### config.mk
export PLATFORM = sky130hd
export DESIGN_NAME = md6_shift_sched
export DESIGN_NICKNAME = d
export VERILOG_FILES = /design/src/rtl/md6_shift_sched.sv
export SDC_FILE = /design/constraint.sdc
export NUM_CORES = 1
export LEC_CHECK = 0
export ABC_AREA = 1
export CORE_UTILIZATION = 45
export DETAILED_ROUTE_END_ITERATION = 12
export PLACE_DENSITY_LB_ADDON = 0.15
export SLEW_MARGIN = 30
export SYNTH_ARGS = -nofsm -noshare
export SYNTH_HDL_FRONTEND = slang
export SYNTH_SLANG_ARGS = --single-unit
### constraint.sdc
create_clock -name clk -period 2 [get_ports clk]
set_input_delay 0.6 -clock clk [delete_from_list [all_inputs] [get_ports clk]]
set_output_delay 0.6 -clock clk [all_outputs]
set_load 0.005 [all_outputs]
### src/rtl/md6_shift_sched.sv
// MD6 shift-pair step sequencer: captures the 16-entry r/l shift tables on start and
// issues one (r, l) pair per accepted step over 16*rounds steps. Optional table range
// check is built when MD6_SHIFT_CHECK_EN is defined; otherwise err_o is tied low.
module md6_shift_sched #(
  parameter int ROUND_W = 8
) (
  input  logic               clk,
  input  logic               rst_n,
  input  logic               start_i,
  input  logic [ROUND_W-1:0] rounds_i,
  input  logic [127:0]       rshift_tbl_i,
  input  logic [127:0]       lshift_tbl_i,
  output logic               step_valid_o,
  input  logic               step_ready_i,
  output logic [7:0]         r_amt_o,
  output logic [7:0]         l_amt_o,
  output logic [3:0]         step_idx_o,
  output logic [ROUND_W-1:0] round_idx_o,
  output logic               last_step_o,
  output logic               busy_o,
  output logic               done_o,
  output logic               err_o
);

  localparam logic [1:0] IDLE = 2'd0;
  localparam logic [1:0] RUN  = 2'd1;
  localparam logic [1:0] DONE = 2'd2;

  logic [1:0]         state_q, state_d;
  logic [127:0]       rtbl_q, rtbl_d;
  logic [127:0]       ltbl_q, ltbl_d;
  logic [ROUND_W-1:0] rounds_q, rounds_d;
  logic [3:0]         step_idx_q, step_idx_d;
  logic [ROUND_W-1:0] round_idx_q, round_idx_d;
  logic               tblBad;
  logic               accept;
  logic               lastStep;

`ifdef MD6_SHIFT_CHECK_EN
  logic err_q, err_d;

  // Every entry of both incoming tables must lie in 1..63.
  always_comb begin
    tblBad = 1'b0;
    for (int i = 0; i < 16; i++) begin
      if (rshift_tbl_i[8*i +: 8] == 8'd0 || rshift_tbl_i[8*i +: 8] > 8'd63) tblBad = 1'b1;
      if (lshift_tbl_i[8*i +: 8] == 8'd0 || lshift_tbl_i[8*i +: 8] > 8'd63) tblBad = 1'b1;
    end
  end

  always_comb begin
    err_d = err_q;
    if (state_q == IDLE && start_i) err_d = tblBad;
  end

  always_ff @(posedge clk or negedge rst_n) begin
    if (!rst_n) err_q <= 1'b0;
    else        err_q <= err_d;
  end

  assign err_o = err_q;
`else
  assign tblBad = 1'b0;
  assign err_o  = 1'b0;
`endif

  assign accept   = (state_q == RUN) && step_ready_i;
  assign lastStep = (state_q == RUN) && (round_idx_q == rounds_q - ROUND_W'(1)) &&
                    (step_idx_q == 4'hF);

  always_comb begin
    state_d     = state_q;
    rtbl_d      = rtbl_q;
    ltbl_d      = ltbl_q;
    rounds_d    = rounds_q;
    step_idx_d  = step_idx_q;
    round_idx_d = round_idx_q;
    case (state_q)
      IDLE: begin
        if (start_i) begin
          rtbl_d      = rshift_tbl_i;
          ltbl_d      = lshift_tbl_i;
          rounds_d    = rounds_i;
          step_idx_d  = 4'd0;
          round_idx_d = '0;
          state_d     = (tblBad || rounds_i == '0) ? DONE : RUN;
        end
      end
      RUN: begin
        if (accept) begin
          step_idx_d = step_idx_q + 4'd1;
          if (step_idx_q == 4'hF) round_idx_d = round_idx_q + ROUND_W'(1);
          if (lastStep) state_d = DONE;
        end
      end
      DONE:    state_d = IDLE;
      default: state_d = IDLE;
    endcase
  end

  always_ff @(posedge clk or negedge rst_n) begin
    if (!rst_n) begin
      state_q     <= IDLE;
      rtbl_q      <= '0;
      ltbl_q      <= '0;
      rounds_q    <= '0;
      step_idx_q  <= 4'd0;
      round_idx_q <= '0;
    end else begin
      state_q     <= state_d;
      rtbl_q      <= rtbl_d;
      ltbl_q      <= ltbl_d;
      rounds_q    <= rounds_d;
      step_idx_q  <= step_idx_d;
      round_idx_q <= round_idx_d;
    end
  end

  // Shift amounts come only from the captured tables, so they stay put during stalls.
  assign r_amt_o      = rtbl_q[{step_idx_q, 3'b000} +: 8];
  assign l_amt_o      = ltbl_q[{step_idx_q, 3'b000} +: 8];
  assign step_idx_o   = step_idx_q;
  assign round_idx_o  = round_idx_q;
  assign step_valid_o = (state_q == RUN);
  assign last_step_o  = lastStep;
  assign busy_o       = (state_q == RUN) || (state_q == DONE);
  assign done_o       = (state_q == DONE);

endmodule

==> run metrics, run 1 <==
status=finished, violations left; failing checks=negative setup slack; delay-heaviest family, CP=buffers and inverters; gpl congestion=0.878; Fin Clk Skew=0.00992 ns; CTS Sinks=278; Hold Path Depth=2; antenna violations before repair=1; Setup WS pre-CTS=-0.692 ns; TritonCTS buffer count=30; syn nets=1920; first-pass GRT wire length=68100 um; FP Rows=62; synth top area cells=dfrtp_1 53%, nand2_1 24%, mux2i_1 3.5%; final number of max-transition violations=0; Setup violations, final=26; most frequent cells in the layout=821 x nand2_1, 274 x dfrtp_1, 267 x clkdlybuf4s50_1; CP cell instances=buf_12, buf_12, buf_12, buf_12, buf_6, mux2i_2, o221ai_1, nand3_1, nand2_1, buf_2; Worst Setup Path Type=register to output pin; Worst-path clk slew=0.07 ns; latest clock arrival within the worst-skew pair=0.56 ns; launching point of the worst reg2reg path=step_idx_o[0]$_DFFE_PN0P_; Vias/cell=5.23; boundary pin count=301; setup_tns=-16.23 ns; CTS tree=built; # placed instances=2351; Starting Density=0.460; critical path depth=10; placed cell areas=0.0176 sq mm; Synth Area per Inst=8.03 sq um; PwrDens=1540 mW/mm^2; CTS Root Buffer Type=clkbuf_16; Nets=2321; First-pass DRT Iterations=5; crit path time final=3.01 ns; maximum fanout along the worst path=6; synthesized area=0.0132 sq mm; Util after Layout=0.690; register-to-register path setup slack=-0.09 ns; async set-reset flop share out of synthesis=1.00; vias in the first global route=12800; share of cells above drive strength 1=0.183; worst reg-to-reg path cell count=13; Clock Tree Buf Depth=3; Critical Path AT=2.41 ns; post-route cell area=0.0199 sq mm; Hold Fails Final Rpt=0; RR Endpoint=round_idx_o[5]$_DFFE_PN0P_; Ant. Diodes=0; most common cell after layout, fill and taps aside=nand2_1; crit end category=output pin; most frequent CP cell=buf_12; ANT nets after route=0; routed len/inst=17.6 um; CORE AREA=0.0288 sq mm; largest net degree at the start of global routing=62; hold path endpoint=rtbl_q[115]$_DFFE_PN0P_; Hold WS=0.480 ns; Die X=173 um; maxcap violations=0; top cell type's share of synthesized area=0.526; die area=0.0301 sq mm; fmax=332 MHz; Area growth syn-to-layout=50.1%; CP max stage cell=dfrtp_4; Min-Delay Startpoint=rtbl_q[115]$_DFFE_PN0P_; final period utilization=1.51; Seq/Total Area, Yosys=0.526; CP Data Required Time=1.40 ns; Main synth FF type=dfrtp_1; Routed WL=43100 um; Die Ht=173 um; total design power=30.6 mW; vias after detailed routing=12800; IO buf count=299; htree depth=1; maximum VDD drop=0.000970 V; delay of the slowest critical-path stage=0.51 ns; drt drc=0; detailed router's first-iteration violation count=881; buffers plus inverters on the worst setup path=6; Post-synth EDFFs=0; leakage=9.74 nW; non-filler cells, final=2451; top cell type by total area after synthesis=dfrtp_1; HP Class=register to register; Final HPWL DP=29500 um; #FFs+latches synth=278; Synth Instances=1646; RSZ-0062 raised after global routing=yes; Yosys cell types=39; Ys Warns=0; Setup crit start kind=register; setup ws final=-1.01 ns; GRT Overall Usage=0.286; total grt overflow=0
## metal layers
metal,vias to the layer above,track usage,part of all wire
met1,6128,0.371,0.42
met2,492,0.479,0.48
met3,109,0.0454,0.060
met5,-,0,0.00037
met4,2,0.119,0.041
li1,6091,-,-
## tightest hold or removal path: cells and delay by family (launching register included)
family | cells | cell delay [ns]
flops | 1 | 0.34
simple gates | 2 | 0.10
## final cells by class
cell class / instances / area, sq um
fillers: 2310 / 8930
flip-flops and latches: 278 / 6970
multi-input cells: 1227 / 6190
repair buffers: 476 / 5050
clock buffers: 38 / 831
well taps: 384 / 480
clock inverters: 14 / 184
inverters: 34 / 155
## what timing repair did
item / in CTS / in global routing
buffers inserted: 33 / 17
hold endpoints to repair: 23 / 0
setup endpoints to repair: 33 / 37
gates resized for setup: 231 / 96
cloned: 7 / 2
hold buffers: 1 / 0
pin swaps: 56 / 50
## Yosys cell counts, types with 6 or more instances
library cell and count:
buf_4 9, mux2i_1 46, nand2_1 829, inv_1 29
o32ai_1 15, nor2_1 111, o21ai_0 78, a21oi_1 13
clkbuf_1 46, o221ai_1 46, dfrtp_1 278, ha_1 6
buf_2 44, nand3_1 28, o211ai_1 16, nand2_2 9
## worst max path at each step
stage	endpoint	slack [ns]	startpoint
3_5_place_dp	l_amt_o[6]	-0.69	step_idx_o[0]$_DFFE_PN0P_
6_report	r_amt_o[2]	-1.01	step_idx_o[0]$_DFFE_PN0P_
4_1_cts	r_amt_o[2]	-1.0	step_idx_o[0]$_DFFE_PN0P_
3_3_place_gp	l_amt_o[6]	-0.69	step_idx_o[0]$_DFFE_PN0P_
5_1_grt	r_amt_o[1]	-1.08	step_idx_o[0]$_DFFE_PN0P_
2_1_floorplan	last_step_o	0.02	rounds_q[0]$_DFFE_PN0P_
## report_power, final
| part | switching [mW] | internal [mW] | total, mW | leakage, nW |
|---|---|---|---|---|
| registers | 1.86 | 8.26 | 10.1 | 3.44 |
| clock network | 2.34 | 3.43 | 5.77 | 0.504 |
| logic | 7.68 | 7.00 | 14.7 | 5.80 |
| total | 11.9 | 18.7 | 30.6 | 9.74 |
## sequential cells by signal, summed over array words and instances, names as in the netlist
| signal | count |
|---|---|
| round_idx_o | 8 |
| state_q | 2 |
| rounds_q | 8 |
| ltbl_q | 128 |
| rtbl_q | 128 |
| step_idx_o | 4 |
## kinds of logic after synthesis
family                     after synthesis  synth area share
other                                    1          0.000284
AOI/OAI and AO/OA                      176            0.0880
DFF                                    278             0.526
buffers and inverters                  141            0.0492
adders and majority gates                6           0.00568
muxes                                   46            0.0348
xor gates and xnor gates                 3           0.00199
and+or+nand+nor                        995             0.294
Power figures use the tool's default switching activity.
==> run 2, diff against run 1 <==
- CORE_UTILIZATION: 45 -> 51
- GPL_TIMING_DRIVEN: default -> 1
- clock period: 2 -> 3.25 ns (I/O delays scaled with it)
==> run 2 against run 1 <==
Effect of this change: the flow still finishes with violations (negative setup slack); via count fell by 3.2%; global-route usage rose by 2.5 points; final cell count fell by 6.7%; register-to-register slack improved by 1.3 ns; non-clock buffer count fell by 114; routed wire length fell by 3.4%; clock skew rose by 0.0020 ns; combinational power fell by 46%; sequential share of layout area rose by 2.6 points; final area fell by 7.0%; critical endpoint is now r_amt_o[6].
==> run metrics, run 2 (synthesis gave the netlist of run 1 again) <==
Setup WS pre-CTS=0.189 ns (+0.880 ns); fmax=298 MHz; non-filler cells, final=2286 (-6.7%); status=finished, violations left; Setup violations, final=9 (-65%); CORE AREA=0.0253 sq mm (-12%); delay of the slowest critical-path stage=0.50 ns (about the same); maxcap violations=0 (unchanged); ANT nets after route=0 (unchanged); total grt overflow=0 (unchanged); # placed instances=2202 (-6.3%); Fin Clk Skew=0.0119 ns (+0.00200 ns); most common cell after layout, fill and taps aside=nand2_1; Worst-path clk slew=0.06 ns (about the same); most frequent cells in the layout=824 x nand2_1, 281 x clkdlybuf4s50_1, 275 x dfrtp_1; HP Class=input pin to async pin; crit path time final=3.36 ns; register-to-register path setup slack=1.24 ns (+1.33 ns); Hold Fails Final Rpt=0 (unchanged); die area=0.0266 sq mm (-12%); leakage=9.03 nW (-7.3%); Critical Path AT=2.38 ns (-0.03 ns); Slew @ Worst Pin=0.708 ns; drt drc=0 (unchanged); Die Ht=163 um (-6.0%); RR Endpoint=round_idx_o[5]$_DFFE_PN0P_; boundary pin count=301 (unchanged); GRT Overall Usage=0.311 (+0.0246); Slew Limit Headroom=0.528; Setup crit start kind=register; gpl congestion=0.890 (+1.4%); CP Data Required Time=2.27 ns (+0.87 ns); RSZ-0062 raised after global routing=yes; Die X=163 um (-6.0%); IO buf count=299 (unchanged); Worst Setup Path Type=register to output pin; Hold WS=0.364 ns (-0.116 ns); Util after Layout=0.729 (+0.0394); share of cells above drive strength 1=0.110 (-0.0734); maximum fanout along the worst path=7 (+1); latest clock arrival within the worst-skew pair=0.56 ns (about the same); detailed router's first-iteration violation count=1193 (+35%); launching point of the worst reg2reg path=step_idx_o[0]$_DFFE_PN0P_; Clock Tree Buf Depth=3 (unchanged); vias after detailed routing=12400 (-3.2%); first-pass GRT wire length=64100 um (-5.8%); CTS Root Buffer Type=clkbuf_16; htree depth=1 (unchanged); final period utilization=1.03; setup ws final=-0.106 ns (+0.907 ns); FP Rows=58 (-6.5%); PwrDens=943 mW/mm^2 (-39%); Vias/cell=5.43 (+3.8%); Routed WL=41700 um (-3.4%); failing checks=negative setup slack; CTS Sinks=278 (unchanged); Area growth syn-to-layout=39.6%; crit end category=output pin; antenna violations before repair=1 (unchanged); biggest regs=ltbl_q: 128 flops, rtbl_q: 128 flops; routed len/inst=18.2 um (+3.6%); most frequent CP cell=buf_6; CP max stage cell=dfrtp_4; CTS tree=built; CP cell instances=buf_6, buf_6, buf_12, buf_16, buf_6, o21ai_4, o32ai_2, o211ai_1, nand2_2, buf_2; Starting Density=0.522 (+0.0627); Nets=2207 (-4.9%); delay-heaviest family, CP=buffers and inverters; setup_tns=-0.414 ns (+15.81 ns); Final HPWL DP=26600 um (-9.9%); maximum VDD drop=0.000548 V (-44%); worst reg-to-reg path cell count=11 (-2); final number of max-transition violations=0 (unchanged); vias in the first global route=12400 (-3.3%); largest net degree at the start of global routing=143 (+130%); TritonCTS buffer count=30 (unchanged); First-pass DRT Iterations=5 (unchanged); buffers plus inverters on the worst setup path=6 (unchanged)
[run 2: cell count changes in the layout (fill, tap and decap cells not counted), moves of 5 or more]
cell	change
o21ai_0	+6
clkinv_2	+5
mux2i_2	-5
buf_6	-28
buf_4	-79
nor2_1	+20
o21ai_1	-8
nor2_2	-15
clkdlybuf4s50_1	+14
buf_12	-24
buf_16	+5
nor2_4	-5
[run 2: through the flow]
step | area [sq um] | power, mW
global placement | 16600 | 12.5
CTS | 18300 | 17.0
finish | 18500 | 17.4
global route | 18500 | 18.5
detailed placement | 16600 | 12.7
floorplan | 13200 | 10.0
[run 2: repair_timing]
action	in CTS	in global routing
buffers inserted	17	2
gates resized for setup	146	48
pin swaps	50	36
gates cloned	8	4
hold buffers	0	0
endpoints found under the setup margin	17	16
[run 2: how the worst max path moves through the flow]
stage | slack, ns | from | cells after the start | end
6_report | -0.11 | step_idx_o[0]$_DFFE_PN0P_ | 10 | r_amt_o[6]
3_5_place_dp | 0.19 | step_idx_o[0]$_DFFE_PN0P_ | 7 | r_amt_o[3]
5_1_grt | -0.16 | step_idx_o[0]$_DFFE_PN0P_ | 10 | l_amt_o[2]
3_3_place_gp | 0.22 | step_idx_o[0]$_DFFE_PN0P_ | 7 | l_amt_o[1]
4_1_cts | -0.12 | step_idx_o[0]$_DFFE_PN0P_ | 8 | r_amt_o[7]
2_1_floorplan | 0.90 | rounds_q[0]$_DFFE_PN0P_ | 12 | last_step_o
[run 2: layer usage]
layer | global-route usage | vias to the layer above | wire (um)
li1 | - | 5852 | -
met1 | 0.411 | 5858 | 16600
met2 | 0.513 | 590 | 20000
met3 | 0.0523 | 111 | 3430
met4 | 0.119 | 2 | 1640
met5 | 0 | - | 11
[run 2: cell type report]
cell class / count / area, sq um
clock buffer: 39 / 846
inverter: 34 / 150
tap: 330 / 413
fill: 1917 / 6860
clock inverter: 15 / 125
multi-input combinational: 1227 / 6020
antenna: 1 / 2.50
sequential: 278 / 6970
timing repair buffer: 362 / 3950
[run 2: where the power goes]
part	leakage, nW	total [mW]	internal, mW	switching [mW]
Combinational	5.09	7.89	3.43	4.46
Sequential	3.44	6.13	5.08	1.05
Clock	0.495	3.40	1.98	1.42
==> run 3, diff against run 2 <==
- CAP_MARGIN: default -> 30
==> results of run 3 <==
Same layout as run 2: the final DEF is identical, and so are final timing and power.
